<file path="config.mk">
export PLATFORM = sky130hd
export DESIGN_NAME = dat_read_sequencer
export DESIGN_NICKNAME = d
export VERILOG_FILES = /design/src/rtl/sdhci_pkg.sv /design/src/rtl/dat_timeout_cnt.sv /design/src/rtl/dat_read_sequencer.sv
export SDC_FILE = /design/constraint.sdc
export NUM_CORES = 1
export LEC_CHECK = 0
export ABC_AREA = 1
export BUFFER_PORTS_ARGS = -buffer_cell sky130_fd_sc_hd__buf_2
export CAP_MARGIN = 20
export CORE_MARGIN = 10
export CORE_UTILIZATION = 30
export DETAILED_ROUTE_END_ITERATION = 7
export HOLD_SLACK_MARGIN = 0.12
export PLACE_DENSITY_LB_ADDON = 0.2
export SYNTH_ARGS = -nofsm -noshare
export SYNTH_HDL_FRONTEND = slang
export SYNTH_SLANG_ARGS = --single-unit
</file>
<file path="constraint.sdc">
create_clock -name clk_i -period 2.74 [get_ports clk_i]
set_input_delay 0.137 -clock clk_i [delete_from_list [all_inputs] [get_ports clk_i]]
set_output_delay 0.137 -clock clk_i [all_outputs]
set_load 0.01 [all_outputs]
</file>
<file path="src/rtl/sdhci_pkg.sv">
// Shared types and constants for the SD host DAT-path sequencing logic.
package sdhci_pkg;

    typedef enum logic [2:0] {
        SEQ_IDLE,
        SEQ_WAIT_BUF,
        SEQ_ARM,
        SEQ_RECEIVE,
        SEQ_GAP,
        SEQ_ERROR
    } dat_seq_state_e;

    localparam int unsigned TimeoutBase    = 13;
    localparam int unsigned TimeoutCtrlMax = 14;

    // Encoding 15 is reserved by the host controller and behaves like 14.
    function automatic logic [3:0] clamp_timeout_ctrl(input logic [3:0] ctrl);
        return (ctrl > 4'(TimeoutCtrlMax)) ? 4'(TimeoutCtrlMax) : ctrl;
    endfunction

endpackage

</file>
<file path="src/rtl/dat_timeout_cnt.sv">
// Data timeout counter: counts enabled SD ticks and emits a one-cycle pulse
// when the selected power-of-two limit is reached.
module dat_timeout_cnt
    import sdhci_pkg::*;
#(
    parameter int Width = 28
) (
    input  logic       clk_i,
    input  logic       rst_ni,
    input  logic       clear_i,
    input  logic       enable_i,
    input  logic       tick_i,
    input  logic [3:0] sel_i,
    output logic       expired_o
);

    logic [Width-1:0] count_q;
    logic [Width-1:0] count_next;
    logic [Width-1:0] limit;
    logic [4:0]       shift;
    logic             expired_q;

    always_comb begin
        shift = 5'(TimeoutBase) + {1'b0, clamp_timeout_ctrl(sel_i)};
        limit = {{(Width-1){1'b0}}, 1'b1} << shift;
    end

    assign count_next = count_q + 1'b1;

    // The pulse fires only on the exact tick that hits the limit, so it cannot repeat.
    always_ff @(posedge clk_i or negedge rst_ni) begin
        if (!rst_ni) begin
            count_q   <= '0;
            expired_q <= 1'b0;
        end else if (clear_i) begin
            count_q   <= '0;
            expired_q <= 1'b0;
        end else if (enable_i && tick_i) begin
            count_q   <= count_next;
            expired_q <= (count_next == limit);
        end else begin
            expired_q <= 1'b0;
        end
    end

    assign expired_o = expired_q;

endmodule

</file>
<file path="src/rtl/dat_read_sequencer.sv">
// Sequences single/multi-block SD reads: arms dat_read one block at a time,
// honours buffer back-pressure at block gaps and reports status as pulses.
module dat_read_sequencer
    import sdhci_pkg::*;
#(
    parameter int BlockCountWidth = 16,
    parameter int TimeoutWidth    = 28
) (
    input  logic                       clk_i,
    input  logic                       rst_ni,
    input  logic                       sd_clk_en_i,
    input  logic                       xfer_start_i,
    input  logic                       abort_i,
    input  logic                       stop_at_gap_i,
    input  logic                       block_count_en_i,
    input  logic [BlockCountWidth-1:0] block_count_i,
    input  logic [3:0]                 timeout_ctrl_i,
    input  logic                       buf_space_i,
    output logic                       dat_start_o,
    output logic                       dat_timeout_o,
    input  logic                       dat_waiting_i,
    input  logic                       dat_done_i,
    input  logic                       dat_crc_err_i,
    input  logic                       dat_end_err_i,
    output logic                       busy_o,
    output logic [BlockCountWidth-1:0] blocks_done_o,
    output logic                       xfer_complete_o,
    output logic                       crc_err_o,
    output logic                       end_bit_err_o,
    output logic                       timeout_err_o
);

    dat_seq_state_e             state_q, state_d;
    logic [BlockCountWidth-1:0] count_q;
    logic                       count_en_q;
    logic [BlockCountWidth-1:0] blocks_done_q;
    logic                       complete_q, complete_d;
    logic                       crc_q, crc_d;
    logic                       end_q, end_d;
    logic                       latch_req;
    logic                       block_ok;
    logic                       expired;

    dat_timeout_cnt #(
        .Width(TimeoutWidth)
    ) u_timeout (
        .clk_i     (clk_i),
        .rst_ni    (rst_ni),
        .clear_i   (state_q == SEQ_ARM),
        .enable_i  ((state_q == SEQ_RECEIVE) && dat_waiting_i),
        .tick_i    (sd_clk_en_i),
        .sel_i     (timeout_ctrl_i),
        .expired_o (expired)
    );

    always_comb begin
        state_d       = state_q;
        complete_d    = 1'b0;
        crc_d         = 1'b0;
        end_d         = 1'b0;
        latch_req     = 1'b0;
        block_ok      = 1'b0;
        dat_start_o   = 1'b0;
        dat_timeout_o = 1'b0;
        timeout_err_o = 1'b0;

        unique case (state_q)
            SEQ_IDLE: begin
                if (xfer_start_i) begin
                    latch_req = 1'b1;
                    if (block_count_en_i && (block_count_i == '0)) begin
                        complete_d = 1'b1;
                    end else begin
                        state_d = SEQ_WAIT_BUF;
                    end
                end
            end
            SEQ_WAIT_BUF: begin
                if (stop_at_gap_i) begin
                    complete_d = 1'b1;
                    state_d    = SEQ_IDLE;
                end else if (buf_space_i) begin
                    state_d = SEQ_ARM;
                end
            end
            SEQ_ARM: begin
                // dat_read only samples start on an SD tick, so hold it until one arrives.
                dat_start_o = 1'b1;
                if (sd_clk_en_i) begin
                    state_d = SEQ_RECEIVE;
                end
            end
            SEQ_RECEIVE: begin
                if (dat_done_i) begin
                    if (dat_crc_err_i || dat_end_err_i) begin
                        crc_d   = dat_crc_err_i;
                        end_d   = dat_end_err_i;
                        state_d = SEQ_ERROR;
                    end else begin
                        block_ok = 1'b1;
                        state_d  = SEQ_GAP;
                    end
                end else if (expired) begin
                    dat_timeout_o = 1'b1;
                    timeout_err_o = 1'b1;
                    state_d       = SEQ_ERROR;
                end
            end
            SEQ_GAP: begin
                if ((count_en_q && (blocks_done_q == count_q)) || stop_at_gap_i) begin
                    complete_d = 1'b1;
                    state_d    = SEQ_IDLE;
                end else begin
                    state_d = SEQ_WAIT_BUF;
                end
            end
            SEQ_ERROR: begin
                state_d = SEQ_ERROR;
            end
            default: begin
                state_d = SEQ_IDLE;
            end
        endcase

        // Abort silences everything, including a start or a pulse decided this cycle.
        if (abort_i) begin
            state_d       = SEQ_IDLE;
            complete_d    = 1'b0;
            crc_d         = 1'b0;
            end_d         = 1'b0;
            latch_req     = 1'b0;
            block_ok      = 1'b0;
            dat_start_o   = 1'b0;
            dat_timeout_o = 1'b0;
            timeout_err_o = 1'b0;
        end
    end

    always_ff @(posedge clk_i or negedge rst_ni) begin
        if (!rst_ni) begin
            state_q       <= SEQ_IDLE;
            count_q       <= '0;
            count_en_q    <= 1'b0;
            blocks_done_q <= '0;
            complete_q    <= 1'b0;
            crc_q         <= 1'b0;
            end_q         <= 1'b0;
        end else begin
            state_q    <= state_d;
            complete_q <= complete_d;
            crc_q      <= crc_d;
            end_q      <= end_d;
            if (latch_req) begin
                count_q       <= block_count_i;
                count_en_q    <= block_count_en_i;
                blocks_done_q <= '0;
            end else if (block_ok) begin
                blocks_done_q <= blocks_done_q + 1'b1;
            end
        end
    end

    assign busy_o          = (state_q != SEQ_IDLE);
    assign blocks_done_o   = blocks_done_q;
    assign xfer_complete_o = complete_q;
    assign crc_err_o       = crc_q;
    assign end_bit_err_o   = end_q;

endmodule

</file>
==> results.tsv, run 1 <==
metric	value	unit
outcome	complete, no violations	
initial drt markers	207	
GRT Total Usage	0.134	
core footprint	0.0145	mm²
Root Buffer	clkbuf_16	
CP Launch Type	flop	
max cap viols	0	
min-delay worst type	input port to flop	
synthesized flop and latch total	68	
IO buf count	54	
Setup Skew	5.88	ps
pin count of the biggest net entering global routing	41	
first-pass GRT wire length	22.0	mm
Post-Syn Area	0.00445	mm²
Least-Margin Pin Slew	699	ps
maximum clock frequency	0.459	GHz
DPL Wire Length	10.1	mm
Die ar.	0.0201	mm²
CTS Sinks	68	
top_reg_cell synth	dfrtp_1	
grt ovf	0	
vias in the first global route	4568	
most frequent cells in the layout	nand2_1 (212), inv_1 (95), nor2_1 (89)	
setup violators final	0	
commonest non-fill, non-tap cell in the layout	nand2_1	
kind of critical path	flop to flop	
crit path DAT	2460	ps
Starting Density	0.306	
Yosys warnings	0	
antenna cells	0	
GPL Wtd Cong	0.878	
CTS max path bufs	2	
Final Max Tran Viols	0	
Final Cycle Share	0.795	
final period demand of the worst path	2180	ps
FP Rows	44	
Fillers	1553	
Worst EP required	3020	ps
share of the yosys chip area belonging to registers	0.383	
post-route ant nets	0	
power density over the cells	763	mW/mm²
Post-CTS Hold Buffers	24	
routed len/inst	14.1	µm
via/cell ratio	4.81	
register area	0.00170	mm²
Final Hold Vio Count	0	
Die X	142	µm
post-CTS setup buffers	0	
unrepaired setup endpoints after global routing	false	
Post-synth EDFFs	0	
Total Wirelength	13.2	mm
Mean Syn Cell Area	6.66	µm²
H-Tree Depth	3	
area of the multi-input gates	0.00233	mm²
Slew HR	0.534	
total negative slack	0	ps
CTS tree	built	
share of layout cells above drive strength 1	0.128	
DRC viols	0	
Lkg Pwr	0.00264	µW
Die Y-Extent	142	µm
initial antenna violation count	0	
CP max FO	6	
I/O Pins	55	
crit end category	flop	
worst skew pair latency	340	ps
vias	4530	
Synth Instances	668	
Area Growth Syn to Fin	23.6	%
DRT Pass-1 Iters	5	
nets@finish	786	
PostCTS Resize Cnt	0	
Reg clk slew, reported paths	60	ps
Cell variety after synth	38	
Tot Pwr	4190	µW
Syn Nets	702	
total CTS buffers	9	
async set or reset register ratio after synthesis	1.00	
Max VDD drop	0.309	mV
-- registers in the layout, summed over array words and instances, names as in the netlist --
signal and cells:
u_timeout.count_q 28, blocks_done_o 16, count_q 16, state_q 3, count_en_q 1, crc_err_o 1
end_bit_err_o 1, u_timeout.expired_o 1, xfer_complete_o 1
-- worst paths after layout --
| check | from | to | slack [ps] | cells after the start |
|---|---|---|---|---|
| min in group asynchronous | rst_ni | count_q[7] | 380 | 2 |
| worst min register to register | count_en_q | count_en_q | 490 | 2 |
| worst min-delay path | stop_at_gap_i | state_q[1] | 160 | 4 |
| worst max-delay path | blocks_done_o[5] | xfer_complete_o | 560 | 10 |
| worst max register to register | blocks_done_o[5] | xfer_complete_o | 560 | 10 |
| max in group asynchronous | rst_ni | u_timeout.count_q[6] | 1690 | 3 |
-- synth_stat cells (4+ instances only) --
cell type | instances | area (µm²)
a21oi_1 | 11 | 55.1
clkbuf_1 | 6 | 22.5
dfrtp_1 | 68 | 1700
inv_1 | 95 | 357
nand2_1 | 212 | 796
nand2_2 | 8 | 50.1
nand3_1 | 46 | 230
nand4_1 | 11 | 68.8
nor2_1 | 89 | 334
nor2_2 | 4 | 25.0
nor3_1 | 12 | 60.1
o21ai_0 | 36 | 180
o22ai_1 | 20 | 125
xnor2_1 | 4 | 35.0
xor2_1 | 10 | 87.6
-- where the power goes --
group,internal (µW),switching [µW]
combinational,520,845
clock,755,444
sequential,1320,314
total,2590,1600
-- worst max-delay path: stages (launching register included) --
cell and delay, ps:
dfrtp_1 450, nand2_1 110, o21ai_0 80, nor2_1 90, nand4_1 80, nor3_1 270, nand3_1 190, nand2_1 90
o21ai_0 80, a21oi_1 120, dlygate4sd3_1 550
-- cell type report --
type | count | area share
sequential | 68 | 0.310
inverter | 97 | 0.0665
clock buffer | 13 | 0.0473
timing repair buffer | 84 | 0.103
multi-input combinational | 492 | 0.423
clock inverter | 3 | 0.00819
tap | 184 | 0.0419
-- layer usage --
metal,part of all wire,vias to the layer above,wire (µm),track usage
li1,-,2295,-,-
met1,0.44,2112,5850,0.156
met2,0.49,106,6480,0.235
met3,0.049,17,654,0.0304
met4,0.019,0,251,0.0436
met5,0,-,0,0
-- per-stage QoR --
step | setup slack (ps) | hold WS, ps | instances | cell area, µm² | util
global route | 332 | 193 | 941 | 5500 | 0.378
finish | 561 | 156 | 941 | 5500 | 0.378
global placement | 522 | 228 | 901 | 4950 | 0.341
CTS | 502 | 142 | 941 | 5500 | 0.378
floorplan | 995 | -159 | 668 | 4450 | -
detailed placement | 600 | 227 | 901 | 4950 | 0.341
-- kinds of logic after synthesis --
family,count (synthesis),share of synthesized area
AO/OA/AOI/OAI,78,0.100
adder cells (fa/ha/maj),2,0.00563
XOR/XNOR,15,0.0326
AND/OR/NAND/NOR,397,0.385
flip-flops,68,0.383
buffers and inverters,108,0.0940
No activity file was read; power rests on OpenSTA's default activity.
==> run 2: changes to the inputs <==
Clock period 2.74 ns to 2.1 ns, I/O delays scaled along.
==> results.tsv, run 2 (synthesis gave the netlist of run 1 again) <==
metric	value	unit
Max stage delay on crit path	410	ps
Biggest register	u_timeout.count_q	
FP Rows	44	
Worst Setup Slack, final	182	ps
Slew HR	0.738	
Die X	142	µm
min-delay worst type	input port to flop	
Setup Skew	7.86	ps
Die ar.	0.0201	mm²
Die Y-Extent	142	µm
antenna cells	0	
Root Buffer	clkbuf_16	
power density over the cells	997	mW/mm²
first-pass GRT wire length	22.2	mm
max FFs per register	28	
unrepaired setup endpoints after global routing	true	
vias	4593	
DRC viols	0	
Max VDD drop	0.478	mV
IO buf count	54	
total negative slack	0	ps
commonest non-fill, non-tap cell in the layout	nand2_1	
nets@finish	793	
CTS tree	built	
via/cell ratio	4.84	
crit path DAT	2190	ps
Placement Cell Area	0.00498	mm²
CTS Sinks	68	
kind of critical path	flop to flop	
vias in the first global route	4508	
post-route ant nets	0	
CP Launch Type	flop	
grt ovf	0	
outcome	complete, no violations	
Least-Margin Pin Slew	393	ps
most frequent cells in the layout	nand2_1 (209), inv_1 (93), nor2_1 (80)	
Area Growth Syn to Fin	27.3	%
Final Max Tran Viols	0	
CP delay by family, top	simple AND/OR/NAND/NOR gates	
final period demand of the worst path	1920	ps
GRT Total Usage	0.135	
final instance area	0.00566	mm²
Critical Path, Cell by Cell	ha_4 > nand2_4 > nor2_4 > nand2_4 > nor2_4 > nand3_1 > nand3_1 > nand2_1 > inv_1 > nand2_1 > nor2_1 > nand4_1 > nor2_1	
Starting Density	0.306	
Worst EP required	2370	ps
DPL Wire Length	9.82	mm
number of cells in the finished layout apart from fillers	948	
CP max FO	7	
pre-CTS setup slack	101	ps
share of layout cells above drive strength 1	0.158	
H-Tree Depth	3	
DRT Pass-1 Iters	5	
crit end category	flop	
Cells after DPL	902	
pin count of the biggest net entering global routing	69	
max cap viols	0	
worst skew pair latency	350	ps
maximum clock frequency	0.521	GHz
I/O Pins	55	
CTS max path bufs	2	
Final Cycle Share	0.913	
total CTS buffers	9	
GPL Wtd Cong	0.883	
crit path buf inv count	1	
core footprint	0.0145	mm²
Final Hold Vio Count	0	
initial drt markers	340	
Reg clk slew, reported paths	60	ps
routed len/inst	13.8	µm
initial antenna violation count	0	
Total Wirelength	13.1	mm
setup violators final	0	
Crit-path slowest cell	dfrtp_1	
hold slack	237	ps
Lkg Pwr	0.00271	µW
## run 2: cell types whose count changed in the layout (fill, tap and decap cells not counted), moves of 2 or more
cell | before | now
inv_2 | 0 | 2
nor2_2 | 4 | 12
nand2_4 | 1 | 3
nand2_1 | 212 | 209
dfrtp_2 | 0 | 3
buf_12 | 1 | 3
inv_1 | 95 | 93
nor2_1 | 89 | 80
dfrtp_1 | 68 | 65
buf_4 | 5 | 9
## run 2: stage by stage
stage | utilization | total power [µW]
detailed placement | 0.343 | 3870
finish | 0.389 | 5650
floorplan | - | 3320
CTS | 0.382 | 5620
global route | 0.389 | 6090
global placement | 0.343 | 3830
## run 2: per-layer routing
layer,track usage,routed length [µm],vias up,share of wire
met3,0.0344,773,20,0.059
li1,-,-,2309,-
met4,0.0473,253,0,0.019
met2,0.220,6220,126,0.47
met5,0,0,-,0
met1,0.168,5860,2138,0.45
## run 2: cell type report
| class | count | area, µm² |
|---|---|---|
| Clock buffer | 12 | 246 |
| Sequential cell | 68 | 1710 |
| Fill cell | 1554 | 8870 |
| Tap cell | 184 | 230 |
| Timing Repair Buffer | 91 | 648 |
| Inverter | 97 | 365 |
| Clock inverter | 4 | 72.6 |
| Multi-Input combinational cell | 492 | 2390 |
## run 2: repair_timing
item / CTS / global route
setup endpoints to repair: 0 / 2
gates resized for setup: 0 / 24
setup buffers: 0 / 5
endpoints found under the hold margin: 89 / 0
hold buffers: 25 / 0
## run 2: final timing paths
kind	startpoint	end	slack (ps)	cells past startpoint
min in group asynchronous	rst_ni	count_q[3]	300	3
max reg2reg	u_timeout.count_q[1]	u_timeout.expired_o	180	13
max	u_timeout.count_q[1]	u_timeout.expired_o	180	13
max in group asynchronous	rst_ni	u_timeout.count_q[3]	1450	3
min	timeout_ctrl_i[3]	u_timeout.expired_o	240	5
min reg2reg	count_en_q	count_en_q	490	2
## run 2: where the power goes
part	switching [µW]	internal (µW)	leakage [µW]
registers	408	1720	0.000907
logic	1110	729	0.00165
clock network	602	1070	0.000153
## run 2: tightest hold or removal path: stages
cell and delay [ps]:
buf_2 140, nand2_1 110, xor2_1 70, nand3_1 70, nor2_1 40
==> run 3: changes to the inputs <==
--- a/config.mk
+++ b/config.mk
@@ -14,4 +14,6 @@
 export HOLD_SLACK_MARGIN = 0.12
 export PLACE_DENSITY_LB_ADDON = 0.2
+export REMOVE_ABC_BUFFERS = 1
+export SLEW_MARGIN = 20
 export SYNTH_ARGS = -nofsm -noshare
 export SYNTH_HDL_FRONTEND = slang
==> constraint.sdc (replaced) <==
create_clock -name clk_i -period 2.1 [get_ports clk_i]
set_input_delay 0.42 -clock clk_i [delete_from_list [all_inputs] [get_ports clk_i]]
set_output_delay 0.42 -clock clk_i [all_outputs]
set_load 0.01 [all_outputs]
==> results.tsv, run 3 (synthesis gave the netlist of run 1 again) <==
metric	value	unit
outcome	complete, no violations	
setup violators final	0	
CP Depth	13	
CP Launch Type	flop	
most frequent cells in the layout	nand2_1 (209), inv_1 (95), nor2_1 (84)	
CP delay by family, top	simple AND/OR/NAND/NOR gates	
initial antenna violation count	0	
Area Growth Syn to Fin	22.0	%
max cap viols	0	
CTS tree	built	
initial drt markers	275	
routed len/inst	14.5	µm
Die ar.	0.0201	mm²
DRT Pass-1 Iters	4	
crit path buf inv count	1	
Die X	142	µm
Die Y-Extent	142	µm
internal power	3400	µW
Slew HR	0.573	
GPL Wtd Cong	0.852	
Critical Path, Cell by Cell	ha_2 > nand2_2 > nor2_4 > nand2_4 > nor2_4 > nand3_1 > nand3_1 > nand2_1 > inv_1 > nand2_1 > nor2_1 > nand4_1 > nor2_1	
Root Buffer	clkbuf_16	
share of layout cells above drive strength 1	0.157	
commonest non-fill, non-tap cell in the layout	nand2_1	
Final Cycle Share	0.982	
I/O Pins	55	
Max VDD drop	0.467	mV
power density over the cells	1020	mW/mm²
Reg clk slew, reported paths	60	ps
Total Wirelength	13.4	mm
sw frac	0.388	
GRT Total Usage	0.133	
post-route ant nets	0	
final cell utilization of the core	0.373	
DRC viols	0	
area of the multi-input gates	0.00237	mm²
core footprint	0.0145	mm²
first-pass GRT wire length	21.8	mm
IO buf count	54	
pre-CTS setup slack	24.6	ps
final period demand of the worst path	2060	ps
FP Rows	44	
clock network power share	0.290	
Least-Margin Pin Slew	640	ps
antenna cells	0	
DPL Wire Length	10.3	mm
Reg power frac	0.381	
Fillers	1602	
grt ovf	0	
crit end category	flop	
reg2reg end	u_timeout.expired_o	
Worst Setup EP	u_timeout.expired_o	
Final Max Tran Viols	0	
FF-to-FF path depth	13	
R2R setup slack	40	ps
total CTS buffers	9	
CTS max path bufs	2	
H-Tree Depth	3	
pin count of the biggest net entering global routing	29	
Starting Density	0.306	
kind of critical path	flop to flop	
unrepaired setup endpoints after global routing	true	
Worst EP required	2360	ps
worst setup path startpoint	u_timeout.count_q[1]	
combinational share of power	0.328	
Max stage delay on crit path	390	ps
Lkg Pwr	0.00261	µW
max FFs per register	28	
register area	0.00170	mm²
vias	4535	
vias in the first global route	4447	
min-delay worst type	input port to flop	
Reg-to-Reg Start	u_timeout.count_q[1]	
Worst Setup Slack, final	37.5	ps
Biggest register	u_timeout.count_q	
CTS Sinks	68	
Final Hold Vio Count	0	
Setup Skew	7.72	ps
CP max FO	7	
Switch Pwr	2160	µW
Crit-path slowest cell	dfrtp_1	
Cells after DPL	903	
via/cell ratio	4.89	
maximum clock frequency	0.485	GHz
crit path DAT	2320	ps
number of cells in the finished layout apart from fillers	927	
worst skew pair latency	340	ps
nets@finish	772	
==> run 3: power groups by stage <==
stage	Clock, µW	Sequential (µW)	Combinational (µW)
6_report	1610	2120	1830
5_1_grt	1680	2180	2100
4_1_cts	1640	2110	1780
3_5_place_dp	0	2130	1770
3_3_place_gp	0	2120	1740
2_1_floorplan	0	2020	1270
==> run 3: final cells by class <==
cell class,instances,area share
Multi-Input combinational cell,492,0.436
Clock buffer,11,0.0466
Timing Repair Buffer,70,0.0824
Tap cell,184,0.0424
Clock inverter,5,0.0111
Sequential cell,68,0.314
Inverter,97,0.0674
==> run 3: stage by stage <==
stage | total power (µW) | hold WS, ps | TNS, ps | instance area (µm²)
after global placement | 3860 | 477 | 0 | 5000
after floorplan | 3300 | 124 | 0 | 4390
after CTS | 5520 | 284 | 0 | 5330
after global routing | 5960 | 314 | -80.6 | 5420
after detailed placement | 3900 | 474 | 0 | 5000
final | 5560 | 294 | 0 | 5420
==> run 3: worst reg2reg max path, delay by kind of cell (launching register included) <==
| kind | cells | cell delay [ps] |
|---|---|---|
| fa+ha+maj | 1 | 220 |
| flops | 1 | 390 |
| buf+inv | 1 | 50 |
| simple gates | 11 | 1350 |
==> run 3: timing repair <==
action,CTS,global route
endpoints found under the hold margin,13,0
hold buffers,1,0
resized for setup,0,15
endpoints found under the setup margin,0,1
setup buffers,0,7
==> run 3: per-layer routing <==
layer / share of wire / track usage / vias to the layer above
li1: - / - / 2275
met1: 0.46 / 0.162 / 2135
met2: 0.47 / 0.224 / 104
met3: 0.050 / 0.0314 / 21
met4: 0.019 / 0.0446 / 0
met5: 0 / 0 / -
==> run 3: worst min path at each step <==
stage / slack, ps / startpoint / cells past startpoint / end
after floorplan: 120 / rst_ni / 0 / blocks_done_o[0]
after global placement: 480 / rst_ni / 1 / count_q[3]
after detailed placement: 470 / count_en_q / 2 / count_en_q
after CTS: 280 / block_count_i[9] / 3 / count_q[9]
after global routing: 310 / block_count_i[8] / 3 / count_q[8]
final: 290 / block_count_i[9] / 3 / count_q[9]
